## src/rtl/uart_rx_fifo.sv

```systemverilog
// UART receiver with start-bit validation, framing/overflow detection and a FWFT receive FIFO.
// Optional parity stage is compiled in when UART_PARITY_EN is defined.
module uart_rx_fifo #(
  parameter int unsigned DATA_W     = 8,
  parameter int unsigned BAUD_DIV   = 2604,
  parameter int unsigned FIFO_DEPTH = 4
`ifdef UART_PARITY_EN
  ,
  parameter int unsigned PARITY_ODD = 0
`endif
) (
  input  logic                                 clk,
  input  logic                                 rst,
  input  logic                                 RX,
  input  logic                                 rd_en,
  input  logic                                 clr_err,
  output logic [DATA_W-1:0]                    rx_data,
  output logic                                 rdy,
  output logic                                 full,
  output logic [$clog2(FIFO_DEPTH+1)-1:0]      count,
  output logic                                 frm_err,
  output logic                                 ovr_err,
  output logic                                 par_err
);

  localparam int unsigned BC_W  = $clog2(BAUD_DIV);
  localparam int unsigned BIT_W = $clog2(DATA_W);
  localparam int unsigned PTR_W = $clog2(FIFO_DEPTH);
  localparam int unsigned CNT_W = $clog2(FIFO_DEPTH + 1);

  localparam logic [BC_W-1:0] HALF_RELOAD = BC_W'(BAUD_DIV / 2 - 1);
  localparam logic [BC_W-1:0] FULL_RELOAD = BC_W'(BAUD_DIV - 1);

  typedef enum logic [2:0] {
    IDLE,
    START,
    DATA,
`ifdef UART_PARITY_EN
    PARITY,
`endif
    STOP
  } state_t;

  state_t             state_q, state_d;
  logic               sync1_q, sync1_d, sync2_q, sync2_d, prev_q, prev_d;
  logic [BC_W-1:0]    baud_q, baud_d;
  logic [BIT_W-1:0]   bit_q, bit_d;
  logic [DATA_W-1:0]  shift_q, shift_d;
  logic [DATA_W-1:0]  mem_q [FIFO_DEPTH];
  logic [DATA_W-1:0]  mem_d [FIFO_DEPTH];
  logic [PTR_W-1:0]   wr_ptr_q, wr_ptr_d, rd_ptr_q, rd_ptr_d;
  logic [CNT_W-1:0]   count_q, count_d;
  logic               frm_err_q, frm_err_d, ovr_err_q, ovr_err_d;
`ifdef UART_PARITY_EN
  logic               par_bad_q, par_bad_d;
  logic               par_err_q, par_err_d;
  logic               par_set;
`endif

  logic expire, push, frm_set, ovr_set, pop, wr, full_c;

  // Receive FSM, synchroniser and FIFO next-state logic
  always_comb begin
    sync1_d   = RX;
    sync2_d   = sync1_q;
    prev_d    = sync2_q;
    state_d   = state_q;
    baud_d    = baud_q;
    bit_d     = bit_q;
    shift_d   = shift_q;
    push      = 1'b0;
    frm_set   = 1'b0;
    expire    = (baud_q == '0);
`ifdef UART_PARITY_EN
    par_bad_d = par_bad_q;
    par_set   = 1'b0;
`endif

    if (state_q != IDLE && !expire) baud_d = baud_q - BC_W'(1);

    case (state_q)
      IDLE: begin
        if (!sync2_q && prev_q) begin
          baud_d  = HALF_RELOAD;
          state_d = START;
        end
      end
      START: begin
        if (expire) begin
          if (sync2_q) begin
            state_d = IDLE;
          end else begin
            baud_d  = FULL_RELOAD;
            bit_d   = '0;
            state_d = DATA;
          end
        end
      end
      DATA: begin
        if (expire) begin
          shift_d = {sync2_q, shift_q[DATA_W-1:1]};
          baud_d  = FULL_RELOAD;
          bit_d   = bit_q + BIT_W'(1);
          if (bit_q == BIT_W'(DATA_W - 1)) begin
`ifdef UART_PARITY_EN
            state_d = PARITY;
`else
            state_d = STOP;
`endif
          end
        end
      end
`ifdef UART_PARITY_EN
      PARITY: begin
        if (expire) begin
          par_bad_d = sync2_q ^ (^shift_q) ^ 1'(PARITY_ODD);
          par_set   = par_bad_d;
          baud_d    = FULL_RELOAD;
          state_d   = STOP;
        end
      end
`endif
      STOP: begin
        if (expire) begin
          state_d = IDLE;
          if (!sync2_q) frm_set = 1'b1;
`ifdef UART_PARITY_EN
          else if (!par_bad_q) push = 1'b1;
`else
          else push = 1'b1;
`endif
        end
      end
      default: state_d = IDLE;
    endcase

    // A push into a full FIFO only succeeds when a pop frees a slot in the same cycle
    full_c   = (count_q == CNT_W'(FIFO_DEPTH));
    pop      = rd_en && (count_q != '0);
    wr       = push && (!full_c || pop);
    ovr_set  = push && full_c && !pop;

    mem_d    = mem_q;
    if (wr) mem_d[wr_ptr_q] = shift_q;
    wr_ptr_d = wr  ? wr_ptr_q + PTR_W'(1) : wr_ptr_q;
    rd_ptr_d = pop ? rd_ptr_q + PTR_W'(1) : rd_ptr_q;
    count_d  = count_q;
    if (wr && !pop)      count_d = count_q + CNT_W'(1);
    else if (!wr && pop) count_d = count_q - CNT_W'(1);

    frm_err_d = (clr_err ? 1'b0 : frm_err_q) | frm_set;
    ovr_err_d = (clr_err ? 1'b0 : ovr_err_q) | ovr_set;
`ifdef UART_PARITY_EN
    par_err_d = (clr_err ? 1'b0 : par_err_q) | par_set;
`endif
  end

  always_ff @(posedge clk) begin
    if (rst) begin
      state_q   <= IDLE;
      sync1_q   <= 1'b1;
      sync2_q   <= 1'b1;
      prev_q    <= 1'b1;
      baud_q    <= '0;
      bit_q     <= '0;
      shift_q   <= '0;
      for (int i = 0; i < int'(FIFO_DEPTH); i++) mem_q[i] <= '0;
      wr_ptr_q  <= '0;
      rd_ptr_q  <= '0;
      count_q   <= '0;
      frm_err_q <= 1'b0;
      ovr_err_q <= 1'b0;
`ifdef UART_PARITY_EN
      par_bad_q <= 1'b0;
      par_err_q <= 1'b0;
`endif
    end else begin
      state_q   <= state_d;
      sync1_q   <= sync1_d;
      sync2_q   <= sync2_d;
      prev_q    <= prev_d;
      baud_q    <= baud_d;
      bit_q     <= bit_d;
      shift_q   <= shift_d;
      mem_q     <= mem_d;
      wr_ptr_q  <= wr_ptr_d;
      rd_ptr_q  <= rd_ptr_d;
      count_q   <= count_d;
      frm_err_q <= frm_err_d;
      ovr_err_q <= ovr_err_d;
`ifdef UART_PARITY_EN
      par_bad_q <= par_bad_d;
      par_err_q <= par_err_d;
`endif
    end
  end

  assign rdy     = (count_q != '0);
  assign full    = (count_q == CNT_W'(FIFO_DEPTH));
  assign count   = count_q;
  assign rx_data = rdy ? mem_q[rd_ptr_q] : '0;
  assign frm_err = frm_err_q;
  assign ovr_err = ovr_err_q;
`ifdef UART_PARITY_EN
  assign par_err = par_err_q;
`else
  assign par_err = 1'b0;
`endif

endmodule

```

## config.mk

```make
export PLATFORM = sky130hd
export DESIGN_NAME = uart_rx_fifo
export DESIGN_NICKNAME = d
export VERILOG_FILES = /design/src/rtl/uart_rx_fifo.sv
export SDC_FILE = /design/constraint.sdc
export NUM_CORES = 1
export LEC_CHECK = 0
export BUFFER_PORTS_ARGS = -buffer_cell sky130_fd_sc_hd__buf_2
export CORE_MARGIN = 3
export CORE_UTILIZATION = 50
export CTS_BUF_LIST = sky130_fd_sc_hd__clkbuf_16
export DETAILED_ROUTE_END_ITERATION = 16
export GPL_ROUTABILITY_DRIVEN = 0
export PLACE_DENSITY = 0.78
export SYNTH_ARGS = -nofsm -noshare
export SYNTH_HDL_FRONTEND = slang
export SYNTH_SLANG_ARGS = --single-unit
```

## constraint.sdc

```tcl
create_clock -name clk -period 2.9 [get_ports clk]
set_input_delay 0 -clock clk [delete_from_list [all_inputs] [get_ports clk]]
set_output_delay 0 -clock clk [all_outputs]
set_load 0.02 [all_outputs]
```

Word-level counts from Yosys, hierarchy flattened
Index checks and enable logic that the tools add are counted.

operators by class
  add/subtract/negate cells = 6
  magnitude comparators = 3
  equal/unequal tests = 11
  mux-type cells = 34
  bitwise operators = 4
  reductions and logical operators = 24

operator list
  operator                                                                count
  12-bit two-way mux                                                      5
  12-bit one-hot mux with 3 select lines                                  1
  32-bit bitwise mux                                                      1
  8-bit two-way mux                                                       4
  3-bit two-way mux                                                       10
  8-bit binary-select mux with 2-bit select                               1
  8-bit demux with 2-bit select                                           1
  12-bit logical NOT                                                      1
  2-bit inequality test (second input constant)                           6
  3-bit one-hot mux with 4 select lines                                   1
  12-bit by 1-bit subtractor with 12-bit output (second input constant)   1
  1-bit logical AND                                                       9
  1-bit two-way mux                                                       8
  3-bit by 1-bit adder with 3-bit output (second input constant)          2
  3-bit by 2-bit equality test with 1-bit output (second input constant)  2
  3-bit equality test (second input constant)                             2
  3-bit greater-or-equal comparator (second input constant)               2
  2-bit inverter with 3-bit output                                        2
  3-bit one-hot mux with 2 select lines                                   1
  3-bit nonzero test                                                      2
  1-bit logical NOT                                                       5
  5-bit AND reduction                                                     1
  2-bit by 1-bit adder with 2-bit output (second input constant)          2
  4-bit AND reduction                                                     1
  other kinds (9)                                                         11

word-level totals
  flip-flop bits (word level) = 70
  input bits = 5
  output and inout bits = 16
  logic and storage cells = 98

Depth between registers and ports, before layout
Gate-level depths: netlist (run 1).

  depth after elaboration = 8
  mapped depth = 11
  mapped depth without buffers = 11

Worst setup path after synthesis (run 1)
Ideal clock, no wire load.

  path kind = register to register
  start point = register baud_q[4]
  end point = register count_q[2], in the netlist count[2]
  library setup time = 0.071 ns
  arrival time = 2.535 ns
  required time = 2.829 ns
  setup slack = 0.295 ns
  stages on the path, launching flop included = 10
  buffers on the path = 0
  clock period less this slack = 2.605 ns
  cell sequence = dfxtp_1 > or3_4 > or4_1 > nor2_1 > ha_1 > inv_1 > fa_1 > xor2_1 > or3_1 > a21oi_1

between the ends
  longest elaborated chain between the ends = 7
  elaborated cells between the ends (all ways) = 9
  those cells by class = mux (3); reduce/logical (6)

RTL lines
  element                       line  RTL
  from (decl)                   46    logic [BC_W-1:0] baud_q, baud_d;
  from (signal assigned)        182   baud_q <= baud_d;
  12-bit logical NOT *          73    expire = (baud_q == '0);
  1-bit two-way mux *           124   if (expire) begin
  1-bit two-way mux *           81    case (state_q)
  1-bit logical AND *           140   wr = push && (!full_c || pop);
  named net wr                  60    logic expire, push, frm_set, ovr_set, pop, wr, full_c;
  1-bit logical NOT             149   else if (!wr && pop) count_d = count_q - CNT_W'(1);
  1-bit logical AND             149
  2-bit nonzero test (no line)  n/a
  to (signal assigned)          188   count_q <= count_d;
  to (decl)                     52    logic [CNT_W-1:0] count_q, count_d;

The timed path passes the listed nets; every way through them passes the cells marked *.
A chain may end at the register's enable or synchronous reset.

Final worst setup path (run 1)
Ends and elaborated chain as after synthesis.

==> impl_table.tex, run 1 <==
\begin{tabular}{lr}
\hline
Metric & Value \\
\hline
\multicolumn{2}{l}{\textbf{Placement}} \\
Detail Placement HPWL & 4810 microns \\
Pre-CTS worst setup slack & 0.157 ns \\
Placed Instance Area & 3450 sq um \\
Number of port buffers & 19 \\
Total instance count after detailed placement & 420 \\
\multicolumn{2}{l}{\textbf{STA}} \\
Minimum clock period & 2.79 ns \\
Number of slew-limit violations in the final report & 0 \\
Tcrit/Tclk final & 96.0\% \\
Number of hold-slack violations in the final timing report & 0 \\
Fin Hold WS & 0.0635 ns \\
Setup skew after layout & 0.00497 ns \\
Total negative setup slack & 0 ns \\
Upper clock frequency limit & 0.359 GHz \\
Transition time at the pin with the least slew margin & 0.919 ns \\
Endpoints failing setup & 0 \\
Post-layout worst setup margin & 0.115 ns \\
Relative slew margins & 38.7\% \\
\multicolumn{2}{l}{\textbf{Clock network}} \\
CTS HTree Levels & 3 \\
CTS clock-pin slew for the worst setup and hold paths & 0.05 ns \\
Post-CTS setup buffers & 0 \\
Clock tree from TritonCTS & built \\
Clock root buffer & sky130\_fd\_sc\_hd\_\_clkbuf\_16 \\
Number of clock buffers inserted by TritonCTS & 9 \\
Clock Sink Count & 69 \\
Clock latency reported for the late side of the worst-skew pair & 0.33 ns \\
Clock Tree Buf Depth & 2 \\
\multicolumn{2}{l}{\textbf{Detailed routing}} \\
Final wirelength & 7030 microns \\
Pre-antenna DRT Iters & 5 \\
Residual DRC & 0 \\
Antenna-violating nets left & 0 \\
Average wire per standard cell & 16.1 microns \\
Routed vias & 2,602 \\
DRC violation total after the first TritonRoute iteration & 233 \\
Via density per instance & 5.94 \\
\multicolumn{2}{l}{\textbf{GRT}} \\
Wire length of the first global-routing pass & 11,900 microns \\
Grt ovf & 0 \\
Maximum number of pins on one net before global-route repair & 45 \\
Total global routing track utilization & 20.2\% \\
Antenna violations before repair & 0 \\
Number of global-route vias before repair & 2,462 \\
\multicolumn{2}{l}{\textbf{Cells and area}} \\
Final layout net count & 373 \\
Number of inserted filler cells in the final layout & 486 \\
Area delta synth->final & 14.8\% \\
Post-Layout Cell Count & 438 \\
Register area & 1380 sq um \\
Antenna cells & 0 \\
Proportion of layout cells with a drive suffix above 1 & 17.9\% \\
Most frequent standard cell in the layout excluding fill and tap cells & sky130\_fd\_sc\_hd\_\_dfxtp\_1 \\
Area used by multi-input combinational logic & 1810 sq um \\
Cell area after layout & 3790 sq um \\
Top library cells by usage in the layout, fill and taps aside & sky130\_fd\_sc\_hd\_\_dfxtp\_1 (69), sky130\_fd\_sc\_hd\_\_nand2\_1 (48), sky130\_fd\_sc\_hd\_\_mux2i\_1 (42) \\
\multicolumn{2}{l}{\textbf{Synthesis}} \\
Synthesized area per cell & 9.74 sq um \\
Synth unique cells & 54 \\
Number of synthesized flops with an enable pin & 0 \\
Most area-hungry cell type in the Yosys netlist & sky130\_fd\_sc\_hd\_\_dfxtp\_1 \\
Share of async-settable or async-resettable flops after synthesis & 0\% \\
Synth Flop Type & sky130\_fd\_sc\_hd\_\_dfxtp\_1 \\
Post-Syn Area & 3300 sq um \\
Count of mapped cells out of synthesis & 339 \\
Top cells by area, synth & sky130\_fd\_sc\_hd\_\_dfxtp\_1 (42\%), sky130\_fd\_sc\_hd\_\_mux2i\_1 (13\%), sky130\_fd\_sc\_hd\_\_mux4\_2 (5.5\%) \\
Post-synth top area share & 41.8\% \\
Sequential-to-total area share from yosys stat & 41.8\% \\
Flip-flop and latch count after synthesis & 69 \\
Net count after synthesis & 354 \\
Number of synthesis warnings & 0 \\
\multicolumn{2}{l}{\textbf{Status}} \\
Status & complete, no violations \\
\multicolumn{2}{l}{\textbf{Setup path}} \\
Required time reported for the critical path endpoint & 3.16 ns \\
Maximum fanout encountered on the critical timing path & 5 \\
Type of element capturing the critical path & flip-flop \\
Arr. time, crit path & 3.04 ns \\
Crit Path Class & reg2reg \\
Startpoint types & flip-flop \\
\multicolumn{2}{l}{\textbf{Floorplan}} \\
Boundary Pins & 21 \\
Row cnt & 28 \\
Initial Utilization & 53.6\% \\
Die area & 7620 sq um \\
DIE HEIGHT & 87.3 microns \\
Die Span X & 87.3 microns \\
Core region area & 6170 sq um \\
\multicolumn{2}{l}{\textbf{Pwr}} \\
Cell area power density & 705 nW/um\^{}2 \\
Worst vdd rail ir drop & 0.000598 V \\
Leakage power of the design & 1.54 nW \\
\multicolumn{2}{l}{\textbf{Job}} \\
Number of max-cap violations & 0 \\
\multicolumn{2}{l}{\textbf{Worst hold path}} \\
Class of the worst hold path & in2reg \\
\hline
\end{tabular}
registers in the layout, indices dropped and copies added, names as in the netlist, 2 cells and up:
signal	cells
mem_q	32
wr_ptr_q	2
count	3
rd_ptr_q	2
bit_q	3
state_q	2
shift_q	8
baud_q	12
path summary, 6_finish.rpt:
kind	start	end	slack [ns]	cells past startpoint
setup / recovery	baud_q[4]	count[2]	0.11	9
hold / removal	rd_en	rd_ptr_q[1]	0.06	4
setup reg to reg	baud_q[4]	count[2]	0.11	9
hold reg to reg	sync1_q	prev_d	0.41	1
cells in the mapped netlist, types with 6 or more instances:
library cell               instances
sky130_fd_sc_hd__a21oi_1           7
sky130_fd_sc_hd__and2_1            9
sky130_fd_sc_hd__and3_1            6
sky130_fd_sc_hd__clkbuf_1         10
sky130_fd_sc_hd__dfxtp_1          69
sky130_fd_sc_hd__ha_1              9
sky130_fd_sc_hd__inv_1             7
sky130_fd_sc_hd__mux2i_1          42
sky130_fd_sc_hd__mux4_2            8
sky130_fd_sc_hd__nand2_1          48
sky130_fd_sc_hd__nand4_1           6
sky130_fd_sc_hd__nor2_1           26
sky130_fd_sc_hd__o21ai_0           8
per-layer routing:
metal	up-vias	routed length [microns]	track usage, %
met5	-	0	0
met4	0	104	7.81
met3	12	423	5.58
met2	78	3390	31.9
met1	1256	3110	26.1
li1	1256	-	-
logic make-up (layout without fill, tap and decap cells):
| kind of cell | after synthesis | count (layout) | synth area share (%) |
|---|---|---|---|
| AND/OR/NAND/NOR | 136 | 136 | 22.3 |
| flip-flops | 69 | 69 | 41.8 |
| multiplexers | 52 | 52 | 18.9 |
| AO/OA/AOI/OAI | 40 | 40 | 8.14 |
| buffers and inverters | 27 | 51 | 3.67 |
| adder cells (fa/ha/maj) | 10 | 10 | 4.02 |
| XOR/XNOR | 4 | 4 | 1.06 |
| other | 1 | 1 | 0.114 |
power by group:
part / internal, W / switching [W]
logic: 0.000176 / 0.000292
clock network: 0.000747 / 0.000401
registers: 0.000988 / 0.0000713
area by class of cell:
class	instances	share of cell area (%)
flip-flops and latches	69	36.4
multi-input cells	243	47.7
clock buffers	9	5.94
well taps	75	2.48
repair buffers	27	4.22
inverters	8	0.792
clock inverters	7	2.41
metrics by stage:
step	power, W	utilization [%]
floorplan	0.00141	-
global route	0.00280	61.5
global placement	0.00152	55.9
finish	0.00267	61.5
detailed placement	0.00153	55.9
CTS	0.00268	61.3
critical path, cell delays in order, from the launching register on:
cell	delay, ns
sky130_fd_sc_hd__dfxtp_1	0.35
sky130_fd_sc_hd__or3_4	0.42
sky130_fd_sc_hd__or4_1	0.56
sky130_fd_sc_hd__nor2_1	0.12
sky130_fd_sc_hd__ha_2	0.20
sky130_fd_sc_hd__inv_1	0.05
sky130_fd_sc_hd__fa_1	0.38
sky130_fd_sc_hd__xor2_1	0.17
sky130_fd_sc_hd__or3_1	0.31
sky130_fd_sc_hd__a21oi_1	0.14
what timing repair did:
item,4_1_cts,5_1_grt
resized for setup,0,2
setup endpoints to repair,0,1
endpoints found under the hold margin,3,0
hold buffers,2,0
No activity file was read; power rests on OpenSTA's default activity.
==> inputs of run 2 (changes only) <==
--- a/config.mk
+++ b/config.mk
@@ -11,7 +11,7 @@
 export CTS_BUF_LIST = sky130_fd_sc_hd__clkbuf_16
 export DETAILED_ROUTE_END_ITERATION = 16
 export GPL_ROUTABILITY_DRIVEN = 0
-export PLACE_DENSITY = 0.78
+export PLACE_DENSITY = 0.8
 export SYNTH_ARGS = -nofsm -noshare
 export SYNTH_HDL_FRONTEND = slang
 export SYNTH_SLANG_ARGS = --single-unit
==> constraint.sdc (replaced) <==
create_clock -name clk -period 2.35 [get_ports clk]
set_input_delay 0 -clock clk [delete_from_list [all_inputs] [get_ports clk]]
set_output_delay 0 -clock clk [all_outputs]
set_load 0.02 [all_outputs]
==> run 2 against run 1 <==
  * Sequential share of layout area is 1.8 points lower
  * Final area is 5.2% higher
  * Largest power group unchanged
  * Maximum frequency is 10% higher
  * Register-to-register slack worse by 0.29 ns
  * Die area stayed put
  * Clock skew is 0.0050 ns higher
  * The run now ends with setup timing left
==> impl_table.tex, run 2 (same netlist as run 1, synthesis figures left out) <==
\begin{tabular}{lr}
\hline
Metric & Value \\
\hline
\multicolumn{2}{l}{\textbf{Status}} \\
Status & finished with violations \\
Failing checks & setup timing \\
\multicolumn{2}{l}{\textbf{Placement}} \\
Detail Placement HPWL & 5030 microns \\
Placed Instance Area & 3640 sq um \\
Number of port buffers & 19 \\
\multicolumn{2}{l}{\textbf{Setup path}} \\
Type of element capturing the critical path & flip-flop \\
Internal reg-to-reg setup slack & -0.18 ns \\
Crit Path Class & reg2reg \\
Startpoint types & flip-flop \\
Required time reported for the critical path endpoint & 2.62 ns \\
Length in cells of the worst reg-to-reg path & 9 \\
Arr. time, crit path & 2.79 ns \\
Maximum fanout encountered on the critical timing path & 2 \\
Critical register-to-register path startpoint & baud\_q[3] \\
End of the worst register-to-register path & count[2] \\
\multicolumn{2}{l}{\textbf{Clock network}} \\
CTS HTree Levels & 3 \\
Clock latency reported for the late side of the worst-skew pair & 0.34 ns \\
CTS clock-pin slew for the worst setup and hold paths & 0.06 ns \\
Clock Tree Buf Depth & 2 \\
Clock Sink Count & 69 \\
Clock tree from TritonCTS & built \\
Number of clock buffers inserted by TritonCTS & 9 \\
Clock root buffer & sky130\_fd\_sc\_hd\_\_clkbuf\_16 \\
\multicolumn{2}{l}{\textbf{Cells and area}} \\
Number of inserted filler cells in the final layout & 464 \\
Largest Register & mem\_q \\
Max FFs per register & 32 \\
Cell area after layout & 3990 sq um \\
Antenna cells & 0 \\
Top library cells by usage in the layout, fill and taps aside & sky130\_fd\_sc\_hd\_\_dfxtp\_1 (68), sky130\_fd\_sc\_hd\_\_nand2\_1 (48), sky130\_fd\_sc\_hd\_\_mux2i\_1 (42) \\
Proportion of layout cells with a drive suffix above 1 & 24.5\% \\
Largest registers in the final layout & mem\_q: 32 flops, baud\_q: 12 flops, shift\_q: 8 flops \\
Register area & 1380 sq um \\
Area delta synth->final & 20.8\% \\
Most frequent standard cell in the layout excluding fill and tap cells & sky130\_fd\_sc\_hd\_\_dfxtp\_1 \\
Area used by multi-input combinational logic & 1820 sq um \\
Final layout net count & 397 \\
\multicolumn{2}{l}{\textbf{Detailed routing}} \\
DRC violation total after the first TritonRoute iteration & 230 \\
Average wire per standard cell & 16.1 microns \\
Routed vias & 2,716 \\
Pre-antenna DRT Iters & 6 \\
Residual DRC & 0 \\
Via density per instance & 5.88 \\
Final wirelength & 7430 microns \\
Antenna-violating nets left & 0 \\
\multicolumn{2}{l}{\textbf{GRT}} \\
Number of global-route vias before repair & 2,556 \\
Maximum number of pins on one net before global-route repair & 41 \\
Antenna violations before repair & 0 \\
Wire length of the first global-routing pass & 12,100 microns \\
Total global routing track utilization & 20.4\% \\
Grt ovf & 0 \\
\multicolumn{2}{l}{\textbf{Job}} \\
Number of max-cap violations & 0 \\
\multicolumn{2}{l}{\textbf{Worst hold path}} \\
Hold Path End & baud\_q[8] \\
Worst hold path depth & 3 \\
HP Start & rst \\
Class of the worst hold path & in2reg \\
\multicolumn{2}{l}{\textbf{STA}} \\
Endpoints failing setup & 1 \\
Tcrit/Tclk final & 108\% \\
Upper clock frequency limit & 0.396 GHz \\
Total negative setup slack & -0.176 ns \\
Transition time at the pin with the least slew margin & 0.809 ns \\
Setup skew after layout & 0.0100 ns \\
Minimum clock period & 2.53 ns \\
Relative slew margins & 46.0\% \\
Post-layout worst setup margin & -0.176 ns \\
RSZ-0062 raised after global routing & yes \\
Number of hold-slack violations in the final timing report & 0 \\
Number of slew-limit violations in the final report & 0 \\
\multicolumn{2}{l}{\textbf{Floorplan}} \\
DIE HEIGHT & 87.3 microns \\
Die area & 7620 sq um \\
Core region area & 6170 sq um \\
Initial Utilization & 53.6\% \\
Die Span X & 87.3 microns \\
Row cnt & 28 \\
Boundary Pins & 21 \\
\multicolumn{2}{l}{\textbf{Pwr}} \\
Cell area power density & 870 nW/um\^{}2 \\
Worst vdd rail ir drop & 0.000763 V \\
Leakage power of the design & 1.67 nW \\
\hline
\end{tabular}
[run 2: cell types whose count changed in the layout (fill, tap and decap cells not counted), sizes merged]
cell,change
buf,+24
clkinvlp,-2
inv,+3
clkinv,-1
[run 2: power breakdown]
part | switching [W] | internal [W]
Combinational | 0.000423 | 0.000308
Clock | 0.000529 | 0.000943
Sequential | 0.0000493 | 0.00122
[run 2: timing repair]
item | in CTS | in global routing
endpoints found under the setup margin | 1 | 1
buffers inserted | 0 | 0
endpoints found under the hold margin | 3 | 0
pin swaps | 2 | 0
hold buffers | 2 | 0
gates resized for setup | 3 | 0
[run 2: layer usage]
layer  GRT usage, %  wire, microns  part of all wire, %  up-vias
met5              0              0                    0        -
met4           5.86             81                  1.1        0
met3           5.96            424                  5.7       12
met2           34.9           3720                   50       96
met1           24.8           3210                   43     1301
li1               -              -                    -     1307
[run 2: layout make-up]
type                            instances  area share (%)
Inverter                                8           0.753
Clock buffer                            9            5.64
Tap cell                               75            2.35
Multi-Input combinational cell        243            45.5
Timing Repair Buffer                   51            8.53
Clock inverter                          7            2.57
Sequential cell                        69            34.7
[run 2: worst max-delay path by stage]
stage	startpoint	slack, ns	endpoint
after floorplan	baud_q[3]	-0.14	count[2]
after global placement	baud_q[3]	-0.11	count[2]
after detailed placement	baud_q[3]	-0.19	count[2]
after CTS	baud_q[3]	-0.18	count[2]
after global routing	baud_q[3]	-0.26	count[2]
final	baud_q[3]	-0.18	count[2]
[run 2: worst max-delay path: stages, from the launching register on]
cell and delay (ns):
sky130_fd_sc_hd__dfxtp_2 0.32, sky130_fd_sc_hd__or3_4 0.38, sky130_fd_sc_hd__or4_4 0.49, sky130_fd_sc_hd__nor2_2 0.10, sky130_fd_sc_hd__ha_2 0.19, sky130_fd_sc_hd__inv_2 0.04
sky130_fd_sc_hd__fa_2 0.33, sky130_fd_sc_hd__xor2_1 0.15, sky130_fd_sc_hd__or3_1 0.32, sky130_fd_sc_hd__a21oi_2 0.15
[run 2: metrics by stage]
stage | std cells | power [W] | hold slack, ns | utilization (%) | setup slack, ns
finish | 462 | 0.00347 | 0.0264 | 64.7 | -0.176
CTS | 462 | 0.00349 | 0.0247 | 64.7 | -0.181
floorplan | 339 | 0.00175 | 0.104 | - | -0.142
global route | 462 | 0.00362 | 0.0337 | 64.7 | -0.263
global placement | 444 | 0.00199 | 0.187 | 59.0 | -0.108
detailed placement | 444 | 0.00201 | 0.191 | 59.0 | -0.193
==> inputs of run 3 (changes only) <==
--- a/config.mk
+++ b/config.mk
@@ -11,7 +11,7 @@
 export CTS_BUF_LIST = sky130_fd_sc_hd__clkbuf_16
 export DETAILED_ROUTE_END_ITERATION = 16
 export GPL_ROUTABILITY_DRIVEN = 0
-export PLACE_DENSITY = 0.8
+export PLACE_DENSITY = 0.78
 export SYNTH_ARGS = -nofsm -noshare
 export SYNTH_HDL_FRONTEND = slang
 export SYNTH_SLANG_ARGS = --single-unit
==> constraint.sdc (replaced) <==
create_clock -name clk -period 3.1 [get_ports clk]
set_input_delay 0 -clock clk [delete_from_list [all_inputs] [get_ports clk]]
set_output_delay 0 -clock clk [all_outputs]
set_load 0.02 [all_outputs]
==> run 3 against run 2 <==
  * Via count decreased by 6.3%
  * Combinational power down 41%
  * Flip-flop and latch count did not move
  * Clock skew down 0.0010 ns
  * Global-route usage is 0.43 points lower
  * The flow now finishes without violations
  * Hold slack better by 0.024 ns
  * Sequential share of layout area rose by 2.4 points
==> impl_table.tex, run 3 (same netlist as run 1, synthesis figures left out) <==
\begin{tabular}{lr}
\hline
Metric & Value \\
\hline
\multicolumn{2}{l}{\textbf{Status}} \\
Status & complete, no violations \\
\multicolumn{2}{l}{\textbf{Pwr}} \\
Leakage power of the design & 1.51 nW \\
Proportion of power drawn by the clock network & 39.8\% \\
Overall power of the completed layout & 0.00235 W \\
Cell area power density & 631 nW/um\^{}2 \\
Design internal power & 0.00163 W \\
Worst vdd rail ir drop & 0.000535 V \\
Proportion of total power due to net switching & 30.9\% \\
Net switching power & 0.000728 W \\
Part of the power in combinational logic & 18.2\% \\
Share of total power in sequential cells & 42.0\% \\
\multicolumn{2}{l}{\textbf{Placement}} \\
Total instance count after detailed placement & 418 \\
Number of port buffers & 19 \\
Detail Placement HPWL & 4700 microns \\
\multicolumn{2}{l}{\textbf{Setup path}} \\
Internal reg-to-reg setup slack & 0.34 ns \\
CP max stage cell & sky130\_fd\_sc\_hd\_\_or4\_1 \\
Termination of the worst setup path & count[2] \\
Worst path cell trace & or3\_4, or4\_1, nor2\_1, ha\_1, inv\_1, fa\_1, xor2\_1, or3\_1, a21oi\_1 \\
Required time reported for the critical path endpoint & 3.36 ns \\
Delay of the slowest critical-path stage & 0.56 ns \\
Length in cells of the worst reg-to-reg path & 9 \\
Maximum fanout encountered on the critical timing path & 5 \\
CP bufs+invs & 1 \\
Critical register-to-register path startpoint & baud\_q[4] \\
Arr. time, crit path & 3.02 ns \\
Logic depth of the worst setup path including buffers & 9 \\
End of the worst register-to-register path & count[2] \\
Cell family with most CP delay & simple AND/OR/NAND/NOR gates \\
Crit Path Class & reg2reg \\
Type of element capturing the critical path & flip-flop \\
Critical path startpoint & baud\_q[4] \\
Startpoint types & flip-flop \\
\multicolumn{2}{l}{\textbf{GRT}} \\
Number of global-route vias before repair & 2,488 \\
Grt ovf & 0 \\
Gr busiest metal & met2 \\
Antenna violations before repair & 0 \\
GR Layer Usage met2 & 31.4\% \\
Total global routing track utilization & 20.0\% \\
Wire length of the first global-routing pass & 11,800 microns \\
Global-route track usage on met3 & 5.39\% \\
Maximum number of pins on one net before global-route repair & 41 \\
GRT met1 Usage & 25.7\% \\
\multicolumn{2}{l}{\textbf{Cells and area}} \\
Area delta synth->final & 12.8\% \\
Final layout net count & 371 \\
Number of inserted filler cells in the final layout & 508 \\
Max FFs per register & 32 \\
Top library cells by usage in the layout, fill and taps aside & sky130\_fd\_sc\_hd\_\_dfxtp\_1 (69), sky130\_fd\_sc\_hd\_\_nand2\_1 (48), sky130\_fd\_sc\_hd\_\_mux2i\_1 (42) \\
Most frequent standard cell in the layout excluding fill and tap cells & sky130\_fd\_sc\_hd\_\_dfxtp\_1 \\
Post-Layout Cell Count & 436 \\
Antenna cells & 0 \\
Largest Register & mem\_q \\
Largest registers in the final layout & mem\_q: 32 flops, baud\_q: 12 flops, shift\_q: 8 flops \\
Proportion of layout cells with a drive suffix above 1 & 17.2\% \\
\multicolumn{2}{l}{\textbf{STA}} \\
Minimum clock period & 2.76 ns \\
Transition time at the pin with the least slew margin & 1.08 ns \\
Endpoints failing setup & 0 \\
Total negative setup slack & 0 ns \\
Upper clock frequency limit & 0.362 GHz \\
Relative slew margins & 27.2\% \\
Number of slew-limit violations in the final report & 0 \\
Number of hold-slack violations in the final timing report & 0 \\
Tcrit/Tclk final & 89.1\% \\
RSZ-0062 raised after global routing & no \\
Setup skew after layout & 0.00901 ns \\
\multicolumn{2}{l}{\textbf{Detailed routing}} \\
Via density per instance & 5.84 \\
Routed vias & 2,545 \\
DRC violation total after the first TritonRoute iteration & 195 \\
Average wire per standard cell & 15.7 microns \\
Pre-antenna DRT Iters & 4 \\
Antenna-violating nets left & 0 \\
Final wirelength & 6860 microns \\
Residual DRC & 0 \\
\multicolumn{2}{l}{\textbf{Clock network}} \\
Number of hold buffers added after CTS & 2 \\
Clock tree from TritonCTS & built \\
Post-CTS setup buffers & 0 \\
Clock root buffer & sky130\_fd\_sc\_hd\_\_clkbuf\_16 \\
CTS resizes & 0 \\
CTS clock-pin slew for the worst setup and hold paths & 0.06 ns \\
Clock Tree Buf Depth & 2 \\
Clock Sink Count & 69 \\
Number of clock buffers inserted by TritonCTS & 9 \\
CTS HTree Levels & 3 \\
Clock latency reported for the late side of the worst-skew pair & 0.33 ns \\
\multicolumn{2}{l}{\textbf{Worst hold path}} \\
Worst hold path depth & 4 \\
Class of the worst hold path & in2reg \\
\multicolumn{2}{l}{\textbf{Floorplan}} \\
Boundary Pins & 21 \\
DIE HEIGHT & 87.3 microns \\
Die Span X & 87.3 microns \\
Core region area & 6170 sq um \\
Die area & 7620 sq um \\
Initial Utilization & 53.6\% \\
Row cnt & 28 \\
\multicolumn{2}{l}{\textbf{Job}} \\
Number of max-cap violations & 0 \\
\hline
\end{tabular}
run 3: cell count changes in the layout (fill, tap and decap cells not counted), moves of 2 or more:
cell / previous run / this run
sky130_fd_sc_hd__buf_4: 30 / 4
sky130_fd_sc_hd__inv_6: 4 / 1
sky130_fd_sc_hd__bufinv_16: 2 / 0
sky130_fd_sc_hd__clkinv_2: 0 / 2
sky130_fd_sc_hd__clkinv_4: 0 / 2
run 3: how the worst min path moves through the flow:
stage                              to  startpoint  slack (ns)
after floorplan               sync1_q          RX        0.10
after global placement        sync1_q          RX        0.19
after detailed placement      sync1_q          RX        0.19
after CTS                 rd_ptr_q[1]       rd_en        0.05
after global routing      rd_ptr_q[1]       rd_en         0.1
final                     rd_ptr_q[1]       rd_en        0.05
run 3: power by group through the flow:
stage	logic, W	clock network [W]	registers, W
after detailed placement	0.000421	0	0.00101
after CTS	0.000426	0.000948	0.000989
final	0.000428	0.000936	0.000989
after global routing	0.000475	0.00100	0.000998
after global placement	0.000411	0	0.00100
after floorplan	0.000322	0	0.000999
run 3: routing by layer:
layer	part of all wire (%)	up-vias
met5	0	-
met4	2.6	0
met3	4.5	14
met2	47	63
met1	46	1216
li1	-	1252
run 3: through the flow:
stage	worst slack, ns	area, sq um	hold slack [ns]	utilization, %
global placement	0.422	3430	0.186	55.6
CTS	0.358	3730	0.0470	60.5
detailed placement	0.381	3430	0.187	55.6
finish	0.338	3730	0.0501	60.5
global route	0.0891	3730	0.0954	60.5
floorplan	0.495	3300	0.104	-
run 3: cell type report:
| class | instances | area, sq um | area share (%) |
|---|---|---|---|
| Clock buffer | 9 | 225 | 6.04 |
| Clock inverter | 7 | 51.3 | 1.38 |
| Inverter | 8 | 30.0 | 0.806 |
| Multi-Input combinational cell | 243 | 1800 | 48.3 |
| Sequential cell | 69 | 1380 | 37.1 |
| Tap cell | 75 | 93.8 | 2.52 |
| Timing Repair Buffer | 25 | 145 | 3.89 |
run 3: worst min-delay path, delay by kind of cell:
| family | cells | cell delay, ns |
|---|---|---|
| simple gates | 2 | 0.16 |
| xor+xnor | 1 | 0.06 |
| buf+inv | 1 | 0.12 |
